## src/rtl/dmem_bus_pkg.sv

```systemverilog
// Shared types and constants for the data-memory bus bridge between the LSU and data memory.
package dmem_bus_pkg;

  localparam int BUS_ADDR_W = 32;
  localparam int BUS_DATA_W = 32;
  localparam int BUS_BE_W   = BUS_DATA_W / 8;

  // LSU strobes are active-low.
  localparam logic CS_ACTIVE = 1'b0;
  localparam logic WR_STORE  = 1'b0;

  typedef enum logic [1:0] {
    IDLE,
    REQ,
    WAIT,
    RESP
  } dmem_state_e;

  typedef struct packed {
    logic                  we;
    logic [BUS_BE_W-1:0]   be;
    logic [BUS_ADDR_W-1:0] addr;
    logic [BUS_DATA_W-1:0] wdata;
  } dmem_req_t;

  function automatic logic [BUS_ADDR_W-1:0] word_align(input logic [BUS_ADDR_W-1:0] a);
    return {a[BUS_ADDR_W-1:2], 2'b00};
  endfunction

endpackage

```

## src/rtl/dmem_timeout_ctr.sv

```systemverilog
// Counts cycles of an outstanding bus access and flags the cycle in which the limit is reached.
module dmem_timeout_ctr #(
  parameter int LIMIT = 255
) (
  input  logic clk,
  input  logic rst,
  input  logic clear,
  input  logic enable,
  output logic expire
);

  localparam int CNT_W = (LIMIT > 1) ? $clog2(LIMIT) : 1;
  localparam logic [CNT_W-1:0] LAST = CNT_W'((LIMIT > 0) ? LIMIT - 1 : 0);

  logic [CNT_W-1:0] count;

  // NOTE: sequential state uses non-blocking assignments so every flop samples pre-edge values.
  always_ff @(posedge clk or posedge rst) begin
    if (rst)         count <= '0;
    else if (clear)  count <= '0;
    else if (enable) count <= count + 1'b1;
  end

  // Expiring on LAST means exactly LIMIT enabled cycles have elapsed; LIMIT of 0 never expires.
  assign expire = (LIMIT != 0) && enable && (count == LAST);

endmodule

```

## src/rtl/dmem_bus_ctrl.sv

```systemverilog
// LSU-to-data-memory bridge: one valid/ready request plus one response per access,
// stalling the pipeline while the access is outstanding and flagging errors/timeouts.
module dmem_bus_ctrl
  import dmem_bus_pkg::*;
#(
  parameter int TIMEOUT_CYCLES = 255,
  parameter int ADDR_W         = 32,
  parameter int DATA_W         = 32
) (
  input  logic                clk,
  input  logic                rst,
  input  logic                cs,
  input  logic                wr,
  input  logic [DATA_W/8-1:0] mask,
  input  logic [ADDR_W-1:0]   addr,
  input  logic [DATA_W-1:0]   data_wr,
  output logic [DATA_W-1:0]   data_rd,
  output logic                stall,
  output logic                access_fault,
  output logic                mem_req_valid,
  input  logic                mem_req_ready,
  output logic                mem_req_we,
  output logic [DATA_W/8-1:0] mem_req_be,
  output logic [ADDR_W-1:0]   mem_req_addr,
  output logic [DATA_W-1:0]   mem_req_wdata,
  input  logic                mem_rsp_valid,
  input  logic [DATA_W-1:0]   mem_rsp_rdata,
  input  logic                mem_rsp_err
);

  dmem_state_e state;
  dmem_req_t   req;
  logic        access_req;
  logic        zero_store;
  logic        start_req;
  logic        expire;

  // NOTE: every signal gets a value on every path through always_comb, so no latch is inferred.
  always_comb begin
    access_req = (state == IDLE) && (cs == CS_ACTIVE);
    zero_store = (wr == WR_STORE) && (mask == '0);
    start_req  = access_req && !zero_store;
  end

  assign stall = access_req || (state == REQ) || (state == WAIT);

  dmem_timeout_ctr #(
    .LIMIT (TIMEOUT_CYCLES)
  ) u_timeout (
    .clk    (clk),
    .rst    (rst),
    .clear  (start_req),
    .enable ((state == REQ) || (state == WAIT)),
    .expire (expire)
  );

  always_ff @(posedge clk or posedge rst) begin
    if (rst) begin
      state         <= IDLE;
      req           <= '0;
      mem_req_valid <= 1'b0;
      data_rd       <= '0;
      access_fault  <= 1'b0;
    end else begin
      case (state)
        IDLE: begin
          access_fault <= 1'b0;
          if (access_req) begin
            req.we    <= (wr == WR_STORE);
            req.be    <= BUS_BE_W'(mask);
            req.addr  <= word_align(BUS_ADDR_W'(addr));
            req.wdata <= BUS_DATA_W'(data_wr);
            if (zero_store) begin
              data_rd <= '0;
              state   <= RESP;
            end else begin
              mem_req_valid <= 1'b1;
              state         <= REQ;
            end
          end
        end
        REQ: begin
          // Timeout wins over a same-cycle handshake; any later response is then ignored.
          if (expire) begin
            mem_req_valid <= 1'b0;
            data_rd       <= '0;
            access_fault  <= 1'b1;
            state         <= RESP;
          end else if (mem_req_ready) begin
            mem_req_valid <= 1'b0;
            state         <= WAIT;
          end
        end
        WAIT: begin
          if (mem_rsp_valid) begin
            data_rd      <= (mem_rsp_err || req.we) ? '0 : mem_rsp_rdata;
            access_fault <= mem_rsp_err;
            state        <= RESP;
          end else if (expire) begin
            data_rd      <= '0;
            access_fault <= 1'b1;
            state        <= RESP;
          end
        end
        RESP: begin
          // cs still belongs to the retiring instruction here, so it is not sampled.
          access_fault <= 1'b0;
          state        <= IDLE;
        end
        default: begin
          mem_req_valid <= 1'b0;
          access_fault  <= 1'b0;
          state         <= IDLE;
        end
      endcase
    end
  end

  assign mem_req_we    = req.we;
  assign mem_req_be    = req.be[DATA_W/8-1:0];
  assign mem_req_addr  = req.addr[ADDR_W-1:0];
  assign mem_req_wdata = req.wdata[DATA_W-1:0];

endmodule

```

## config.mk

```make
export PLATFORM = sky130hd
export DESIGN_NAME = dmem_bus_ctrl
export DESIGN_NICKNAME = d
export VERILOG_FILES = /design/src/rtl/dmem_bus_pkg.sv /design/src/rtl/dmem_timeout_ctr.sv /design/src/rtl/dmem_bus_ctrl.sv
export SDC_FILE = /design/constraint.sdc
export NUM_CORES = 1
export LEC_CHECK = 0
export CAP_MARGIN = 20
export CORE_MARGIN = 2
export CORE_UTILIZATION = 46
export CTS_CLUSTER_SIZE = 24
export DETAILED_ROUTE_END_ITERATION = 10
export PLACE_DENSITY = 0.83
export SYNTH_ARGS = -nofsm -noshare
export SYNTH_HDL_FRONTEND = slang
export SYNTH_SLANG_ARGS = --single-unit
export TNS_END_PERCENT = 100
```

## constraint.sdc

```tcl
create_clock -name clk -period 6.5 [get_ports clk]
set_input_delay 0.975 -clock clk [delete_from_list [all_inputs] [get_ports clk]]
set_output_delay 0.975 -clock clk [all_outputs]
set_load 0.05 [all_outputs]
```

Yosys cells after proc, flatten, opt, wreduce, memory -nomap -nowiden
Index checks and enable logic that the tools add are counted. Widths: inputs -> output; s select.

Equality and inequality tests: 9. Bitwise gates (word level): 2. Multiplexer cells: 23. Add/subtract/negate cells: 1. Reductions and logical operators: 19.

Operator list (count): $mux 32 (5); $pmux 32 s3 (1); $mux 8 (2); $mux 2 (6); $add 8x1->8 const B (1); $eq 8x8->1 const B (1); $pmux 2 s4 (1); $mux 1 (6); $ne 2x2->1 const B (3); $ne 3x3->1 const B (2); $reduce_and 3->1 (2); $eq 2x2->1 const B (2); $logic_and 1x1->1 (4); $logic_not 4->1 (1); $logic_or 1x1->1 (4); $reduce_and 4->1 (1); $reduce_bool 2->1 (2); $pmux 1 s3 (1); $reduce_bool 3->1 (1); $eq 2x1->1 const B (1); $logic_not 2->1 (1); $not 1->1 (2); $pmux 1 s2 (1); $reduce_and 2->1 (1); 2 further kinds (2).

Output and inout bits: 104. Word-level logic and storage cells: 63. Input port bits: 107. Register bits after elaboration: 111.

Depth between registers and ports, before layout
Gate-level depths: netlist of the first run.

Depth in word-level cells: 6. Gate-level depth with buffers: 8. Depth with buffers taken out: 6.

Cells and area by module
Synthesis of the first run repeated with hierarchy kept, for this count alone.

Cells, all modules: 307. Area total of the unflattened synthesis: 4474.3 um^2.

Modules (own cells, without submodules): dmem_bus_ctrl (cells an instance 265, seq. area each 2577.5 um^2, times used 1, area an instance 4055.1 um^2); dmem_timeout_ctr (cells an instance 42, seq. area each 200.2 um^2, times used 1, area an instance 419.2 um^2).

Least setup slack after synthesis of the first run
No wires, ideal clock.

Path type: input -> output. Start: in cs. End: out stall. Path buffers: 2. Required time: 5.525 ns. Path slack: 3.534 ns. Stages on the path: 4. Arrival: 1.991 ns. Cell sequence: and2b_1 -> buf_2 -> buf_2 -> or3_1.

Longest elaborated chain between the ends: 4.

RTL lines: from (decl) (line dmem_bus_ctrl.sv:12) `input logic cs,`; $not 1->1 (line dmem_bus_ctrl.sv:40) `access_req = (state == IDLE) && (cs == CS_ACTIVE);`; $logic_and 1x1->1 (line dmem_bus_ctrl.sv:40); $logic_or 1x1->1 (2 in a row) (line dmem_bus_ctrl.sv:45) `assign stall = access_req || (state == REQ) || (state == WAIT);`; to (decl) (line dmem_bus_ctrl.sv:18) `output logic stall,`.

Every way passes these cells.

Final worst setup path of the first run
Ends and elaborated chain as after synthesis.

==> metrics.md, run 1 <==
| Metric | Value |
|---|---|
| Fmax achieved | 0.260 GHz |
| Diodes inserted | 0 |
| Drt total wl | 13000 um |
| Die area | 11500 um^2 |
| Worst R2R Path Depth | 7 |
| Primary FF master, synth | dfrtp_1 |
| Clock slew at reported path FFs | ~0.10 ns |
| Layout cells sized above 1 | 17.1% |
| FF+latch count, synth | 111 |
| CP Max Fanout | 6 |
| Post-synthesis cell area | 4890 um^2 |
| Critical Path Sink Type | output pin |
| Relative slew slack | 28.9% |
| RR Endpoint | data_rd[13] |
| IO buf count | 206 |
| Setup Buffers After CTS | 0 |
| Sequential area share after synthesis | a little under three fifths |
| Area share of the largest cell type after synthesis | 56.8% |
| I/O pins | approximately 210 |
| PD cells | 530 nW/um^2 |
| Vias per cell | 5.45 |
| Outcome | complete, no violations |
| Critical Path AT | 2.88 ns |
| Worst-Margin Slew | 1.07 ns |
| GRT Util Overall | a little under a quarter |
| Routed Antenna Nets | 0 |
| DRC viols | 0 |
| Hold path startpoint | data_rd[5] |
| Synth-to-Final Area Change | 47.5% |
| CTS Hold Bufs | 0 |
| Initial antenna violation count | 0 |
| PostCTS Resize Cnt | 0 |
| Worst Hold Endpoint | data_rd[5] |
| Placed cell area | 7000 um^2 |
| Cell taking the most area after synthesis | dfrtp_1 |
| Final setup violation count | 0 |
| Register area | 2780 um^2 |
| YS warnings | 0 |
| CP Launch Type | input port |
| Netlist cell types | 44 |
| FP Rows | 37 |
| Num CTS Buffers | 9 |
| Vias in the first global route | 4059 |
| Tmin final | 3.85 ns |
| CTS H-tree lvls | 3 |
| RSZ-0062 raised after global routing | no |
| Sink Count | 111 |
| Syn Area/Cell | 13.0 um^2 |
| Area of the multi-input gates | between 1500 and 2000 um^2 |
| HP Class | flop to flop |
| Area contributors post-synth | dfrtp_1 57%, mux2_2 15%, a22o_1 5.7%, a211oi_1 5.1%, o21ai_0 3.5% |
| Mapped Cells | 376 |
| WL/cell | 18.3 um |
| Crit Reg-Reg Startpoint | state[0] |
| Initial core utilization | 47.4% |
| First-pass GRT wire length | 20600 um |
| Total leakage power | 0.00298 uW |
| FFs w/ async S/R, synth | between 90% and 100% |
| Pins Over Slew Limit | 0 |
| Largest net degree at the start of global routing | 64 |
| CTS tree | done |
| Finished Cell Area | approximately 7200 um^2 |
| Placement Setup Slack | roughly 2.7 ns |
| Crit path kind | input port to output pin |
| Width of the die | 107 um |
| DP HPWL | 9390 um |
| First-pass DRT Iterations | 4 |
| Maximum VDD drop | 0.392 mV |
| Final Hold Fails | 0 |
| Layout net count | roughly 680 |
| Number of synthesized flops with an enable pin | 0 |
| CP required | 5.52 ns |
| Clk_skew | 0.00837 ns |
| GRT overflow | 0 |
| Placeable Area | 10300 um^2 |
| Max Cap Viol | 0 |
| Hold path depth | 1 |
| Reg2Reg Setup Slack | 3.75 ns |
| Final GP Congestion | between 0.7 and 0.8 |
| Worst Slack Setup Final | 2.65 ns |
| Die H | 107 um |
| Initial detailed-routing violation count | 141 |
| Final period utilization | 59.3% |
| Clock Path Buffers | 2 |
| Routed vias | 3869 |
| Root Driver | clkbuf_8 |
| Total Neg Setup Slack | 0 ns |
| # fillers | 740 |
| Clk Latency, worst-skew pair | 0.37 ns |
-- worst max-delay path, stage by stage --
cell and delay, ns:
clkdlybuf4s50_1 0.60, and2b_2 0.25, or3_1 0.32, clkdlybuf4s50_1 0.73
-- placed cells by master (no fill, tap or decap), types with 3 or more instances in the layout --
cell type / n
a211oi_1: 33
a22o_1: 32
buf_4: 5
clkbuf_8: 10
clkdlybuf4s50_1: 206
clkinv_2: 3
dfrtp_1: 111
ha_1: 7
inv_1: 5
mux2_2: 66
nand2_1: 5
nand4_1: 3
nor2_1: 10
o21ai_0: 34
xor2_1: 4
-- worst max path at each step --
stage | from | end | slack (ns) | cells after the start
after detailed placement | cs | stall | 2.66 | 4
after global routing | cs | stall | 2.64 | 4
final | cs | stall | 2.65 | 4
after floorplan | rst | access_fault | 2.59 | 1
after CTS | cs | stall | 2.65 | 4
after global placement | mem_rsp_err | data_rd[16] | 2.63 | 4
-- metal layers --
| layer | GRT usage (%) | share of wire, % |
|---|---|---|
| met2 | 36.7 | 46 |
| met1 | 28.1 | 40 |
| met4 | 7.61 | 1.9 |
| met3 | 10.4 | 12 |
| met5 | 0 | 0 |
-- state kept, by name (all words and copies together), names as in the netlist --
| signal | cells |
|---|---|
| data_rd | 32 |
| mem_req_wdata | 32 |
| mem_req_addr | 30 |
| u_timeout.count | 8 |
| mem_req_be | 4 |
| state | 2 |
| access_fault | 1 |
| mem_req_valid | 1 |
| mem_req_we | 1 |
-- power by group --
group	total, uW	switching (uW)	internal [uW]
clock	422	235	187
combinational	2310	1460	848
sequential	1100	150	947
total	3830	1840	1980
-- stage by stage --
step / utilization (%) / hold slack [ns] / instances / power [uW]
3_5_place_dp: 67.8 / 0.485 / 693 / 3420
3_3_place_gp: 67.7 / 0.481 / 692 / 3350
2_1_floorplan: - / 0.510 / 377 / 2670
4_1_cts: 69.7 / 0.512 / 709 / 3850
5_1_grt: 69.9 / 0.520 / 710 / 4030
6_report: 69.9 / 0.506 / 710 / 3830
-- layout make-up --
type	count	area share (%)
clock buffer	10	1.91
clock inverter	6	0.832
inverter	6	0.347
multi-input combinational	228	26.5
sequential	111	38.5
tap	136	2.36
timing repair buffer	213	29.5
-- logic make-up after synthesis --
logic type	synth area share (%)
AO/OA/AOI/OAI	16.1
multiplexers	15.6
flip-flops	56.8
other	0.0767
buffers and inverters	4.40
XOR/XNOR	1.07
AND/OR/NAND/NOR	4.17
adder cells (fa/ha/maj)	1.79
-- synthesized netlist by cell type (2+ instances only) --
cell        n
buf_2      10
buf_4       2
nor2_1     10
o22ai_1     2
xnor2_1     2
nand2_1     5
ha_1        7
nand4_1     3
dfrtp_1   111
a21oi_1     2
buf_8       3
o21ai_0    34
mux2i_1     2
clkbuf_2    3
buf_6       2
nor2b_1     2
a22o_1     32
mux2_2     66
clkbuf_1   12
or3_1       2
inv_1       6
a211oi_1   33
xor2_1      4
Note: power is estimated with default switching activity, not from simulation.
==> run 2, diff against run 1 <==
CORE_UTILIZATION = 43   (was 46)
PLACE_DENSITY = 0.78   (was 0.83)
clock period = 3.7 ns   (was 6.5 ns; I/O delays follow)
==> run 2 against run 1 <==
Against the previous run:
- clock skew is 0.0037 ns lower
- utilization shrank 2.8 points
- routed wire length about the same
- sequential power increased by 75%
- clock power increased to 2.5 times the previous value
- setup slack worse by 2.0 ns
- critical path type unchanged
- largest power group unchanged
==> metrics.md, run 2 (synthesis results as in run 1) <==
| Metric | Value |
|---|---|
| Final period utilization | between 80% and 90% |
| Total Neg Setup Slack | 0 ns |
| NetSw | about 3300 uW |
| Final Hold Fails | 0 |
| Placed cell area | 7040 um^2 |
| Initial core utilization | 44.5% |
| Layout cells sized above 1 | around 17% |
| Largest net degree at the start of global routing | between 60 and 70 |
| Width of the die | 111 um |
| Crit path kind | input port to output pin |
| Max Cap Viol | 0 |
| PD cells | 959 nW/um^2 |
| Commonest cells after routing, fill and taps aside | 206 x clkdlybuf4s50_1, 111 x dfrtp_1, 66 x mux2_2 |
| GRT Util Overall | 21.5% |
| Top cell family by delay on the critical path | buffers and inverters |
| PostCTS Resize Cnt | 0 |
| Maximum VDD drop | approximately 0.7 mV |
| # fillers | 842 |
| Fmax achieved | 0.331 GHz |
| Setup Buffers After CTS | 0 |
| Sink Count | 111 |
| Power share of the combinational group | a little under three fifths |
| Tmin final | 3.02 ns |
| FP Rows | 38 |
| Pins Over Slew Limit | 0 |
| RSZ-0062 raised after global routing | no |
| Overall Power | 7060 uW |
| Layout net count | 685 |
| CTS tree | done |
| Vias in the first global route | 4164 |
| Vias per cell | 5.45 |
| CP Max Fanout | 6 |
| Max incr delay on CP | 0.74 ns |
| Net Sw Frac | 46.2% |
| Critical Path Sink Type | output pin |
| Worst Slack Setup Final | 0.678 ns |
| Clk_skew | 0.00464 ns |
| Commonest non-fill, non-tap cell in the layout | clkdlybuf4s50_1 |
| CP cell instances | clkdlybuf4s50_1 > and2b_2 > or3_1 > clkdlybuf4s50_1 |
| Routed Antenna Nets | 0 |
| CP Launch Type | input port |
| Placeable Area | 11000 um^2 |
| CP most frequent cell | clkdlybuf4s50_1 |
| DP HPWL | 9290 um |
| Die area | 12200 um^2 |
| Critical Path AT | 2.47 ns |
| Clock slew at reported path FFs | 0.07 ns |
| CTS H-tree lvls | 3 |
| Clk Latency, worst-skew pair | 0.34 ns |
| Final cell utilization of the core | ~67% |
| Finished Cell Area | 7370 um^2 |
| Drt total wl | approximately 13000 um |
| GRT overflow | 0 |
| Die H | around 110 um |
| Outcome | complete, no violations |
| Root Driver | clkbuf_16 |
| Num CTS Buffers | 9 |
| Final GP Congestion | 0.783 |
| I/O pins | 211 |
| IO buf count | slightly above 200 |
| CP max stage cell | clkdlybuf4s50_1 |
| Worst-Margin Slew | 0.806 ns |
| WL/cell | 18.2 um |
| Clock Power Share | 15.1% |
| Routed vias | 3905 |
| Synth-to-Final Area Change | 50.7% |
| Sequential power share | approximately 27% |
| CTS Hold Bufs | 0 |
| Area of the multi-input gates | 1920 um^2 |
| First-pass GRT wire length | 21600 um |
| DRC viols | 0 |
| Relative slew slack | 46.2% |
| Initial detailed-routing violation count | 233 |
| Final setup violation count | 0 |
| Total leakage power | 0.00305 uW |
| HP Class | flop to flop |
| Pint | 3800 uW |
| Diodes inserted | 0 |
| Clock Path Buffers | 2 |
| CP required | 3.14 ns |
| First-pass DRT Iterations | 4 |
| Register area | 2780 um^2 |
| Initial antenna violation count | 0 |
| Placement Setup Slack | 0.689 ns |
| WP buf/inv | 2 |
[run 2: power by group through the flow]
stage	registers, uW	logic [uW]	clock network, uW
final	1930	4060	1070
after global routing	1990	4310	1140
after CTS	1940	4090	1090
after detailed placement	1950	4070	0
after global placement	1920	4010	0
after floorplan	3370	1320	0
[run 2: worst reg2reg max path, delay by kind of cell (launching register included)]
family,cells,cell delay [ns]
AO/OA/AOI/OAI,2,0.60
adder cells (fa/ha/maj),1,0.30
buffers and inverters,2,0.77
AND/OR/NAND/NOR,2,0.28
flip-flops,1,0.40
[run 2: layout make-up]
cell class	instances	share of cell area (%)
flip-flops and latches	111	37.7
repair buffers	215	29.1
multi-input cells	228	26.0
clock buffers	12	3.48
well taps	140	2.38
clock inverters	4	1.04
inverters	6	0.340
[run 2: per-layer routing]
metal	up-vias	track usage, %	wire length (um)
met5	-	0	0
met3	15	8.15	1310
met4	0	7.25	226
li1	1780	-	-
met1	1926	26.7	5230
met2	184	34.8	6250
[run 2: stage by stage]
step | std cells | hold slack (ns)
floorplan | 377 | 0.510
global placement | 700 | 0.482
detailed placement | 700 | 0.482
CTS | 716 | 0.505
global route | 716 | 0.520
finish | 716 | 0.500
[run 2: worst paths after layout]
check	from	endpoint	slack, ns	depth (start not counted)
hold reg to reg	data_rd[30]	data_rd[30]	0.50	1
min in group asynchronous	rst	mem_req_addr[24]	0.68	2
setup / recovery	cs	stall	0.68	4
setup reg to reg	state[1]	mem_req_valid	1.28	7
max in group asynchronous	rst	mem_req_addr[29]	2.11	3
hold / removal	data_rd[30]	data_rd[30]	0.50	1
==> run 3, diff against run 2 <==
clock period = 2.9 ns   (was 3.7 ns; I/O delays follow)
==> run 3 against run 2 <==
Against the previous run:
- first-iteration DRC count is 58% lower
- via count is 0.56% lower
- sequential cell count stayed put
- power is 27% higher
- clock skew is 0.0012 ns higher
- clock power is 16% higher
- sequential power is 28% higher
- final cell count is 0.14% higher
- combinational power is 30% higher
- register-to-register slack worse by 0.81 ns
- non-clock buffer count is 1 higher
- clock-buffer cell count stayed put
==> metrics.md, run 3 (synthesis results as in run 1) <==
| Metric | Value |
|---|---|
| Final Hold Fails | 0 |
| Clock slew at reported path FFs | 0.07 ns |
| Final GP Congestion | just under 0.8 |
| DP HPWL | slightly below 10000 um |
| Cell count along the critical path | 7 |
| CP max stage cell | ha_1 |
| Pins Over Slew Limit | 0 |
| Width of the die | between 100 and 150 um |
| Met2 wire length | 6480 um |
| IO buf count | 206 |
| CTS H-tree lvls | 3 |
| Die area | approximately 12000 um^2 |
| CP Launch Type | flop |
| First-pass DRT Iterations | 4 |
| Tmin final | 2.43 ns |
| Hold path depth | 1 |
| Top cell family by delay on the critical path | compound AO/OA/AOI/OAI gates |
| CP Max Fanout | 24 |
| Routed Antenna Nets | 0 |
| RSZ-0062 raised after global routing | no |
| PostCTS Resize Cnt | 0 |
| Total Neg Setup Slack | 0 ns |
| I/O pins | between 200 and 250 |
| Root Driver | clkbuf_16 |
| CTS Hold Bufs | 0 |
| GRT Util Overall | 22.0% |
| Maximum VDD drop | 0.912 mV |
| FP Rows | 38 |
| Commonest cells after routing, fill and taps aside | 205 x clkdlybuf4s50_1, 111 x dfrtp_1, 66 x mux2_2 |
| Final setup violation count | 0 |
| Max Cap Viol | 0 |
| DRC viols | 0 |
| Clk_skew | 0.00580 ns |
| PD cells | ~1200 nW/um^2 |
| Commonest non-fill, non-tap cell in the layout | clkdlybuf4s50_1 |
| Critical Path AT | 2.65 ns |
| Routed metal-1 wirelength | 5380 um |
| Worst-Margin Slew | between 0.7 and 0.8 ns |
| Drt total wl | 13500 um |
| Setup Buffers After CTS | 0 |
| Routed vias | 3883 |
| Uppermost layer routed | met4 |
| WL/cell | 18.9 um |
| Outcome | complete, no violations |
| Wire length on met3 | 1290 um |
| Relative slew slack | between 50% and 60% |
| Max incr delay on CP | 0.52 ns |
| Die H | roughly 110 um |
| Clk Latency, worst-skew pair | about 0.34 ns |
| Clock Path Buffers | 2 |
| HP Class | flop to flop |
| Initial antenna violation count | 0 |
| # fillers | ~830 |
| Synth-to-Final Area Change | 50.7% |
| Sink Count | 111 |
| Largest net degree at the start of global routing | 64 |
| Worst R2R Path Depth | 7 |
| Worst hold slack | between 0.5 and 0.6 ns |
| Final period utilization | 83.7% |
| Initial core utilization | 44.5% |
| Critical Path Sink Type | flop |
| Crit path kind | flop to flop |
| CTS tree | done |
| Initial detailed-routing violation count | between 90 and 100 |
| Layout net count | 686 |
| CP required | between 3 and 4 ns |
| Final cell utilization of the core | 67.1% |
| GRT overflow | 0 |
| Vias per cell | 5.42 |
| WP buf/inv | 2 |
| Vias in the first global route | 4223 |
| Num CTS Buffers | 9 |
| Placed cell area | just over 7000 um^2 |
| Fmax achieved | slightly above 0.4 GHz |
| Layout cells sized above 1 | between 15 and 20% |
| First-pass GRT wire length | ~22000 um |
| Placeable Area | 11000 um^2 |
| Total leakage power | 0.00304 uW |
| Diodes inserted | 0 |
| CP cell instances | inv_1 > ha_1 > nand4_1 > o21ai_2 > buf_4 > o21ai_0 > a22o_1 |
| Finished Cell Area | 7370 um^2 |
run 3: changes by cell type in the layout (fill, tap and decap cells not counted):
cell,change
bufinv_16,-1
clkbuf_8,-2
buf_4,-1
inv_4,-1
clkbuf_1,+2
buf_12,+3
clkinv_4,+1
clkdlybuf4s50_1,-1
clkinvlp_4,+1
run 3: path summary, 6_finish.rpt:
kind                            slack [ns]               end   startpoint
worst min register to register        0.50       data_rd[25]  data_rd[25]
worst min-delay path                  0.50       data_rd[25]  data_rd[25]
worst max-delay path                  0.47       data_rd[11]     state[0]
worst max register to register        0.47       data_rd[11]     state[0]
max in group asynchronous             1.52   mem_req_addr[6]          rst
min in group asynchronous             0.55  mem_req_addr[13]          rst
run 3: per-stage QoR:
stage                     std cells  worst slack (ns)  total power, uW
after floorplan                 377             0.725             5990
after global placement          701             0.565             7610
after detailed placement        701             0.501             7760
after CTS                       717             0.472             9030
after global routing            717             0.320             9390
final                           717             0.474             8970
run 3: final cells by class:
class	instances	area, um^2	share of cell area (%)
Multi-Input combinational cell	228	1920	26.0
Clock buffer	12	236	3.21
Clock inverter	4	55.1	0.747
Tap cell	140	175	2.38
Sequential cell	111	2780	37.7
Timing Repair Buffer	216	2180	29.6
Inverter	6	26.3	0.356
run 3: power by group:
| part | internal [uW] | leakage (uW) | switching (uW) |
|---|---|---|---|
| combinational | 1960 | 0.00151 | 3290 |
| sequential | 2130 | 0.00139 | 347 |
| clock | 677 | 0.000137 | 560 |
| total | 4760 | 0.00304 | 4200 |
run 3: routing by layer:
metal | global-route usage [%] | vias to the layer above
li1 | - | 1786
met1 | 25.5 | 1903
met2 | 36.6 | 167
met3 | 8.31 | 27
met4 | 9.42 | 0
met5 | 0 | -
